==> src/rtl/alu_uart_sequencer.sv <==
// rtl/alu_uart_sequencer.sv - byte sequencer between uart_rx/uart_tx and a combinational ALU
//
// Purpose:
//   Collects operand A, operand B and the opcode as three consecutive received
//   bytes. Drives them as registered operands into the ALU, captures the ALU
//   result one cycle later and hands it to the UART transmitter with a
//   start/done handshake.
//
// Optional feature (macro ALU_CARRY_TX_EN):
//   When defined, a second byte carrying the ALU carry in bit 0 is transmitted
//   after the result byte (states SEND_CY/WAIT_CY and the carry register exist).
//   When undefined, only the result byte is sent and the carry is ignored.
//
// Parameters:
//   SIZEDATA  operand/result width, equal to the UART byte width
//   SIZEOP    opcode width, must not exceed SIZEDATA
//
// Ports:
//   clk_i         system clock, rising edge
//   reset_i       synchronous active-high reset
//   rx_data_i     received byte
//   rx_valid_i    one-cycle pulse, rx_data_i valid
//   alu_result_i  ALU result
//   alu_carry_i   ALU carry
//   tx_done_i     one-cycle pulse, transmitter finished the current byte
//   datoa_o       operand A to ALU (registered)
//   datob_o       operand B to ALU (registered)
//   opcode_o      opcode to ALU (registered)
//   tx_data_o     byte to transmit (registered)
//   tx_start_o    one-cycle pulse, start sending tx_data_o (registered)
//   busy_o        high whenever the sequencer is not waiting for operand A

module alu_uart_sequencer #(
   parameter int SIZEDATA = 8,
   parameter int SIZEOP   = 6
) (
   input  logic                clk_i,
   input  logic                reset_i,
   input  logic [SIZEDATA-1:0] rx_data_i,
   input  logic                rx_valid_i,
   input  logic [SIZEDATA-1:0] alu_result_i,
   input  logic                alu_carry_i,
   input  logic                tx_done_i,
   output logic [SIZEDATA-1:0] datoa_o,
   output logic [SIZEDATA-1:0] datob_o,
   output logic [SIZEOP-1:0]   opcode_o,
   output logic [SIZEDATA-1:0] tx_data_o,
   output logic                tx_start_o,
   output logic                busy_o
);

   typedef enum logic [2:0] {
      ST_GET_A    = 3'd0,
      ST_GET_B    = 3'd1,
      ST_GET_OP   = 3'd2,
      ST_EXEC     = 3'd3,
      ST_SEND_RES = 3'd4,
`ifdef ALU_CARRY_TX_EN
      ST_WAIT_RES = 3'd5,
      ST_SEND_CY  = 3'd6,
      ST_WAIT_CY  = 3'd7
`else
      ST_WAIT_RES = 3'd5
`endif
   } state_t;

   state_t              state_q, state_d;
   logic [SIZEDATA-1:0] datoa_q, datoa_d;
   logic [SIZEDATA-1:0] datob_q, datob_d;
   logic [SIZEOP-1:0]   opcode_q, opcode_d;
   logic [SIZEDATA-1:0] tx_data_q, tx_data_d;
   logic                tx_start_q, tx_start_d;

`ifdef ALU_CARRY_TX_EN
   logic                carry_q, carry_d;
`else
   // Carry is not transmitted in this build; the input is deliberately unused.
   logic                unused_carry;
   assign unused_carry = alu_carry_i;
`endif

   // Next-state and datapath-load logic. tx_start is computed for the state
   // being entered so that the registered pulse coincides exactly with the
   // SEND_* state it belongs to.
   always_comb begin
      state_d    = state_q;
      datoa_d    = datoa_q;
      datob_d    = datob_q;
      opcode_d   = opcode_q;
      tx_data_d  = tx_data_q;
      tx_start_d = 1'b0;
`ifdef ALU_CARRY_TX_EN
      carry_d    = carry_q;
`endif

      case (state_q)
         ST_GET_A: begin
            if (rx_valid_i) begin
               datoa_d = rx_data_i;
               state_d = ST_GET_B;
            end
         end

         ST_GET_B: begin
            if (rx_valid_i) begin
               datob_d = rx_data_i;
               state_d = ST_GET_OP;
            end
         end

         ST_GET_OP: begin
            if (rx_valid_i) begin
               // Upper bits of the opcode byte are dropped.
               opcode_d = rx_data_i[SIZEOP-1:0];
               state_d  = ST_EXEC;
            end
         end

         ST_EXEC: begin
            // Operands have been stable at the ALU for a full cycle here.
            tx_data_d  = alu_result_i;
`ifdef ALU_CARRY_TX_EN
            carry_d    = alu_carry_i;
`endif
            tx_start_d = 1'b1;
            state_d    = ST_SEND_RES;
         end

         ST_SEND_RES: begin
            state_d = ST_WAIT_RES;
         end

         ST_WAIT_RES: begin
            if (tx_done_i) begin
`ifdef ALU_CARRY_TX_EN
               tx_data_d  = {{(SIZEDATA-1){1'b0}}, carry_q};
               tx_start_d = 1'b1;
               state_d    = ST_SEND_CY;
`else
               state_d    = ST_GET_A;
`endif
            end
         end

`ifdef ALU_CARRY_TX_EN
         ST_SEND_CY: begin
            state_d = ST_WAIT_CY;
         end

         ST_WAIT_CY: begin
            if (tx_done_i) begin
               state_d = ST_GET_A;
            end
         end
`endif

         default: begin
            state_d = ST_GET_A;
         end
      endcase
   end

   always_ff @(posedge clk_i) begin
      if (reset_i) begin
         state_q    <= ST_GET_A;
         datoa_q    <= '0;
         datob_q    <= '0;
         opcode_q   <= '0;
         tx_data_q  <= '0;
         tx_start_q <= 1'b0;
`ifdef ALU_CARRY_TX_EN
         carry_q    <= 1'b0;
`endif
      end else begin
         state_q    <= state_d;
         datoa_q    <= datoa_d;
         datob_q    <= datob_d;
         opcode_q   <= opcode_d;
         tx_data_q  <= tx_data_d;
         tx_start_q <= tx_start_d;
`ifdef ALU_CARRY_TX_EN
         carry_q    <= carry_d;
`endif
      end
   end

   assign datoa_o    = datoa_q;
   assign datob_o    = datob_q;
   assign opcode_o   = opcode_q;
   assign tx_data_o  = tx_data_q;
   assign tx_start_o = tx_start_q;
   assign busy_o     = (state_q != ST_GET_A);

endmodule
==> config.mk <==
export PLATFORM = sky130hd
export DESIGN_NAME = alu_uart_sequencer
export DESIGN_NICKNAME = d
export VERILOG_FILES = /design/src/rtl/alu_uart_sequencer.sv
export SDC_FILE = /design/constraint.sdc
export NUM_CORES = 1
export LEC_CHECK = 0
export BUFFER_PORTS_ARGS = -buffer_cell sky130_fd_sc_hd__buf_2
export CORE_AREA = 2 2 57 59
export CTS_CLUSTER_DIAMETER = 200
export DETAILED_ROUTE_END_ITERATION = 6
export DIE_AREA = 0 0 59 61
export PLACE_DENSITY_LB_ADDON = 0.12
export SLEW_MARGIN = 20
export SYNTH_ARGS = -nofsm -noshare
export SYNTH_HDL_FRONTEND = slang
export SYNTH_SLANG_ARGS = --single-unit
==> constraint.sdc <==
create_clock -name clk_i -period 1.7 [get_ports clk_i]
set_clock_uncertainty 0.1 [all_clocks]
set_input_delay 0.255 -clock clk_i [delete_from_list [all_inputs] [get_ports clk_i]]
set_output_delay 0.255 -clock clk_i [all_outputs]
set_load 0.03 [all_outputs]
# [Yosys cells after proc, flatten, opt, wreduce, memory -nomap -nowiden]
# Cells that the tools add are included.
[totals] ff_bits=34 latch_bits=0 ram_bits=0 mem_bits_ro=0 in_bits=21 output_inout_bits=32 word_cells=27 mem_count=0
[classes] addsub=0 multipliers=0 div_mod_pow=0 order_cmp=0 eq_ne=9 n_shift=0 n_mux=6 bitwise_logic=0 n_reduce_logical=6
[ops] cell="$pmux 3 s6" count=1
[ops] cell="$mux 3" count=4
[ops] cell="$ne 2x2->1 const B" count=4
[ops] cell="$eq 3x2->1 const B" count=2
[ops] cell="$eq 3x3->1 const B" count=2
[ops] cell="$reduce_and 2->1" count=3
[ops] cell="$reduce_and 4->1" count=1
[ops] cell="$eq 3x1->1 const B" count=1
[ops] cell="$logic_not 3->1" count=1
[ops] cell="$reduce_bool 3->1" count=1
[ops] cell="$mux 1" count=1

# [Depth between registers and ports, before layout]
# Gate-level depths: netlist (run 1).
[depth] depth_word=3 mapped_depth=5

# [Least setup slack after synthesis (run 1)]
# OpenSTA, ideal clock, no wires.
[synth_timing] path_kind="register to register" from="register state_q[2]" to="register datoa_q[1] (netlist: datoa_o[1])" setup_time_ns=0.132 arrival_time_ns=1.181 path_slack_ns=0.286 path_stages_with_launch=6 path_buffers=2 cell_sequence="dfxtp_1 > buf_6 > or4b_4 > buf_6 > nand2_1 > a21oi_1"
[synth_between] elab_chain_len=2
[synth_rtl] item="from (decl)" line="67" source="state_t state_q, state_d;"
[synth_rtl] item="from (signal assigned)" line="175" source="state_q <= state_d;"
[synth_rtl] item="$logic_not 3->1" line="96" source="case (state_q)"
[synth_rtl] item="$reduce_and 2->1 (no line)"
[synth_rtl] item="to (signal assigned)" line="176" source="datoa_q <= datoa_d;"
[synth_rtl] item="to (decl)" line="68" source="logic [SIZEDATA-1:0] datoa_q, datoa_d;"
# Every way passes these cells.
# A chain may end at the register's enable or synchronous reset.

# [Worst setup path in the final report (run 1)]
[layout_timing] from="register state_q[2]" to="output busy_o"
[layout_between] elab_chain_len=1
[layout_rtl] item="$reduce_bool 3->1" line="192" source="assign busy_o = (state_q != ST_GET_A);"
[layout_rtl] item="to (decl)" line="49" source="output logic busy_o"
# Every way passes these cells.

==> results.toml, run 1 <==
[power]
p_int_mw = 1.12
power_mw = 1.54
netSwitchingFraction_pct = 27.4
leakage_nw = 0.797
clock_power_share_pct = 29.7
peakVddDrop_mv = 0.535
power_density_nw_per_um2 = 951
p_comb_share_pct = 15.5
power_switching_mw = 0.422
seqPwrFrac_pct = 54.8

[global_route]
grt_pass1_wl_um = 4400
grt_max_degree = 35
overflow = 0
grt_pass1_vias = 999
grt.total_usage_pct = 16.5
antenna_found_initial = 0

[sta]
hold_viol_final = 0
final_max_slew_viol_count = 0
fin_crit_ns = 1.56
rsz0062_at_grt = "no"
tightestPinTransition_ns = 0.563
holdWs_ns = 0.0576
setup_tns_ns = 0
setup_ws_ns = 0.143
maxSlewHeadroom_pct = 62.5
period_share_pct = 91.6
setup_violations = 0
max_freq_mhz = 642

[detailed_routing]
drt_first_pass_iters = 4
num_vias = 1033
wirelength_um = 2640
wl_per_cell_um = 12.3
viasPerCell = 4.83
drtIter0Drc = 22
drc = 0
antenna_left = 0

[placement]
io_buffers = 51
dp_slack_ns = 0.164
dp.final_hpwl_um = 1930
gp_congestion = 0.601

[worst_setup_path]
cp_max_fo = 2
r2r_end = "datoa_o[5]"
regToRegSetupSlack_ns = 0.15
end_kind = "output port"
critPathKind = "flop to output port"
critPathArrivalTime_ns = 1.20
critPathRequiredTime_ns = 1.34
critical_path.startpoint_type = "flop"
r2r_start = "state_q[2]"
r2r_cells = 4

[floorplan]
core_um2 = 2950
start_util_pct = 43.8
die_x_um = 59
pin_count = 53
die_y_um = 61
core.rowCount = 20
die_area_um2 = 3600

[synth]
syn_inst = 130
synth_edf_count = 0
ys_types = 17
synth-seq-cells = 34
synthArstFlopShare_pct = 0
avgSynthCellArea_um2 = 9.95
ys.flop_type = "dfxtp_1"
syn_nets = 151
yosysWarnings = 0
syn_area_um2 = 1290
synth.yosys.seq_area_share_pct = 52.6

[clock_tree]
clkTransAtPathRegs_ns = 0.10
cts_hold_buffers = 0
tritoncts = "done"
cts_buffers = 5
clkLatencyLatePin_ns = 0.33
htree_levels = 2
cts-root-buf = "clkbuf_4"
clock_path_buffers = 2
cts.sinks = 34

[layout]
areaGrowthSynthToFinish_pct = 25.2
nets = 201
final_core_util_pct = 54.9
num_antenna_cells = 0
layout-drive-gt1-share_pct = 38.1

[worst_hold_path]
hold_path_class = "input pin to flop"
hold_start = "alu_result_i[4]"
hold_end = "tx_data_o[4]"
holdPathStages = 3

[run]
drv_cap = 0

[status]
outcome = "complete, no violations"
## flip-flops by register name, summed over array words and instances, names as in the netlist
register	cells
tx_start_o	1
datob_o	8
tx_data_o	8
datoa_o	8
state_q	3
opcode_o	6
## cell families after synthesis
group	Yosys count	share of synthesized area, %
AND/OR/NAND/NOR	50	19.4
flip-flops	34	52.6
multiplexers	23	17.8
AO/OA/AOI/OAI	12	4.64
buffers and inverters	11	5.51
## what timing repair did
item / 4_1_cts / 5_1_grt
gates resized for setup: 6 / 2
hold endpoints to repair: 0 / 0
setup buffers: 2 / 0
gates cloned: 0 / 0
endpoints found under the setup margin: 1 / 1
pin swaps: 0 / 0
## cell type report
cell class,instances,area [um2]
timing repair buffer,54,284
sequential,34,689
clock inverter,1,5.00
tap,33,41.3
multi-input combinational,85,546
fill,310,1330
clock buffer,7,55.1
## power by group through the flow
stage	logic [mW]	clock network (mW)	registers [mW]
2_1_floorplan	0.120	0	0.913
3_3_place_gp	0.220	0	0.868
3_5_place_dp	0.225	0	0.870
4_1_cts	0.238	0.475	0.845
5_1_grt	0.261	0.509	0.849
6_report	0.239	0.458	0.844
## layer usage
metal | global-route usage (%) | wire [um]
met5 | 0 | 0
met3 | 5.33 | 183
met1 | 19.9 | 1140
met2 | 26.8 | 1270
met4 | 7.79 | 42
## critical path, cell delays in order, from the launching register on
cell	delay (ns)
dfxtp_4	0.36
or3_4	0.37
buf_6	0.14
## per-stage QoR
| step | std cells | cell area, um2 |
|---|---|---|
| after detailed placement | 204 | 1530 |
| final | 214 | 1620 |
| after floorplan | 130 | 1290 |
| after global placement | 204 | 1530 |
| after global routing | 214 | 1620 |
| after CTS | 214 | 1610 |
## placed cells by master, fill, tap and decap left out, types with 2 or more instances in the layout
master / instances
a21oi_1: 12
and4bb_2: 2
buf_2: 50
buf_4: 3
clkbuf_4: 5
dfxtp_1: 31
dfxtp_4: 2
mux2i_1: 23
nand2_1: 17
nor2_1: 24
## worst max path at each step
| stage | slack [ns] | end | start | depth (start not counted) |
|---|---|---|---|---|
| after global routing | 0.08 | datob_o[7] | state_q[2] | 4 |
| after CTS | 0.008 | busy_o | state_q[2] | 2 |
| after floorplan | 0.29 | datoa_o[1] | state_q[2] | 5 |
| after detailed placement | 0.16 | datob_o[1] | state_q[0] | 3 |
| final | 0.14 | busy_o | state_q[2] | 2 |
| after global placement | 0.21 | datob_o[4] | state_q[0] | 3 |
## synth_stat cells, types with 2 or more instances
cell type / instances / area share [%]
mux2i_1: 23 / 18
nor2_1: 24 / 7.0
buf_6: 3 / 2.6
and4bb_2: 2 / 1.9
buf_2: 3 / 1.2
clkbuf_1: 4 / 1.2
nand2_1: 17 / 4.9
dfxtp_1: 34 / 53
a21oi_1: 12 / 4.6
Note: power is estimated with default switching activity, not from simulation.
==> run 2: changes to the inputs <==
--- a/config.mk
+++ b/config.mk
@@ -5,12 +5,13 @@
 export SDC_FILE = /design/constraint.sdc
 export NUM_CORES = 1
 export LEC_CHECK = 0
-export BUFFER_PORTS_ARGS = -buffer_cell sky130_fd_sc_hd__buf_2
-export CORE_AREA = 2 2 57 59
+export CORE_AREA = 2 2 48 50
 export CTS_CLUSTER_DIAMETER = 200
 export DETAILED_ROUTE_END_ITERATION = 6
-export DIE_AREA = 0 0 59 61
+export DIE_AREA = 0 0 50 52
+export DONT_BUFFER_PORTS = 1
 export PLACE_DENSITY_LB_ADDON = 0.12
+export REMOVE_ABC_BUFFERS = 1
 export SLEW_MARGIN = 20
 export SYNTH_ARGS = -nofsm -noshare
 export SYNTH_HDL_FRONTEND = slang
==> constraint.sdc (replaced) <==
create_clock -name clk_i -period 1.8 [get_ports clk_i]
set_clock_uncertainty 0.1 [all_clocks]
set_input_delay 0.27 -clock clk_i [delete_from_list [all_inputs] [get_ports clk_i]]
set_output_delay 0.27 -clock clk_i [all_outputs]
set_load 0.03 [all_outputs]
==> results.toml, run 2 (synthesis results as in run 1) <==
[floorplan]
die_y_um = 52
start_util_pct = 61.4
core_um2 = 2110
pin_count = 53
die_x_um = 50
die_area_um2 = 2600
core.rowCount = 17

[worst_setup_path]
r2r_start = "state_q[0]"
regToRegSetupSlack_ns = 0.16
crit_buf_inv = 0
setup.worst_path.end = "busy_o"
critical_path.startpoint_type = "flop"
critPathTopFamily = "simple AND/OR/NAND/NOR gates"
path_cells = "or3_2"
critPathRequiredTime_ns = 1.43
crit_start = "state_q[2]"
end_kind = "output port"
max_stage_delay_ns = 0.62
critPathKind = "flop to output port"
cp_max_fo = 10
cp.depth = 1
r2r_end = "tx_data_o[5]"
worst_path_max_delay_cell = "or3_2"
critPathArrivalTime_ns = 1.37
r2r_cells = 3

[power]
leakage_nw = 0.602
power_mw = 1.42
power_density_nw_per_um2 = 958
peakVddDrop_mv = 0.788

[layout]
multi_input_area_um2 = 542
layout-drive-gt1-share_pct = 9.03
areaGrowthSynthToFinish_pct = 14.6
n_fill_cell = 173
final_core_util_pct = 70.4
num_antenna_cells = 0
seqCellArea_um2 = 681
layout_commonest_cell = "dfxtp_1"
final_cell_mix = "dfxtp_1 (34), nor2_1 (24), mux2i_1 (23)"
nets = 164

[sta]
rsz0062_at_grt = "no"
setup_tns_ns = 0
maxSlewHeadroom_pct = 59.5
hold_viol_final = 0
period_share_pct = 96.4
max_freq_mhz = 576
fin_crit_ns = 1.74
tightestPinTransition_ns = 0.606
final_max_slew_viol_count = 0
setup_violations = 0

[status]
outcome = "complete, no violations"

[global_route]
overflow = 0
antenna_found_initial = 0
met1_usage_pct = 22.1
grt.total_usage_pct = 20.4
grt_max_degree = 35
grt_pass1_wl_um = 3750
grt_pass1_vias = 833
top_usage_layer = "met2"
use_met3_pct = 9.77
grt_use_met2_pct = 32.9

[detailed_routing]
viasPerCell = 5.27
wl_per_cell_um = 14.6
wirelength_um = 2500
drc = 0
drtIter0Drc = 19
drt_first_pass_iters = 4
antenna_left = 0
num_vias = 906

[placement]
gp_congestion = 0.635
io_buffers = 0
dp.final_hpwl_um = 1550

[clock_tree]
cts_buffers = 5
clkLatencyLatePin_ns = 0.32
htree_levels = 2
cts.sinks = 34
cts_hold_buffers = 17
clkTransAtPathRegs_ns = 0.09
tritoncts = "done"
cts_setup_buffers = 0
ctsResizeCount = 0
cts-root-buf = "clkbuf_4"
clock_path_buffers = 2

[worst_hold_path]
hold_path_class = "input pin to flop"

[run]
drv_cap = 0
==> run 2: cell count changes in the layout (fill, tap and decap cells not counted), sizes merged <==
cell / change
buf: -53
dlygate4sd3: +16
==> run 2: layer usage <==
layer | part of all wire, % | routed length, um | up-vias
met5 | 0 | 0 | -
met4 | 0.68 | 17 | 0
met3 | 8.6 | 215 | 2
met2 | 50 | 1260 | 29
met1 | 40 | 1010 | 415
li1 | - | - | 460
==> run 2: cell type report <==
class	instances	share of cell area [%]
multi-input cells	85	36.5
repair buffers	17	11.1
flip-flops and latches	34	45.9
well taps	28	2.36
clock inverters	1	0.338
clock buffers	7	3.71
==> run 2: how the worst min path moves through the flow <==
| stage | from | end | cells past startpoint |
|---|---|---|---|
| global route | rx_data_i[3] | opcode_o[3] | 2 |
| floorplan | reset_i | datoa_o[0] | 1 |
| global placement | reset_i | state_q[0] | 1 |
| finish | rx_data_i[3] | opcode_o[3] | 2 |
| CTS | rx_data_i[3] | opcode_o[3] | 2 |
| detailed placement | reset_i | state_q[2] | 1 |
==> run 2: power breakdown <==
group / internal (mW) / switching [mW] / total [mW]
clock: 0.189 / 0.234 / 0.423
sequential: 0.782 / 0.0785 / 0.860
combinational: 0.0686 / 0.0692 / 0.138
total: 1.04 / 0.382 / 1.42
==> run 2: through the flow <==
step                cell area [um2]  hold WS (ns)  setup WS, ns  cells
floorplan                      1220         0.239         0.428    119
global placement               1260         0.243         0.296    147
detailed placement             1260         0.245         0.235    147
CTS                            1490       0.00101        0.0514    172
global route                   1480        0.0194       0.00665    172
finish                         1480        0.0142        0.0641    172
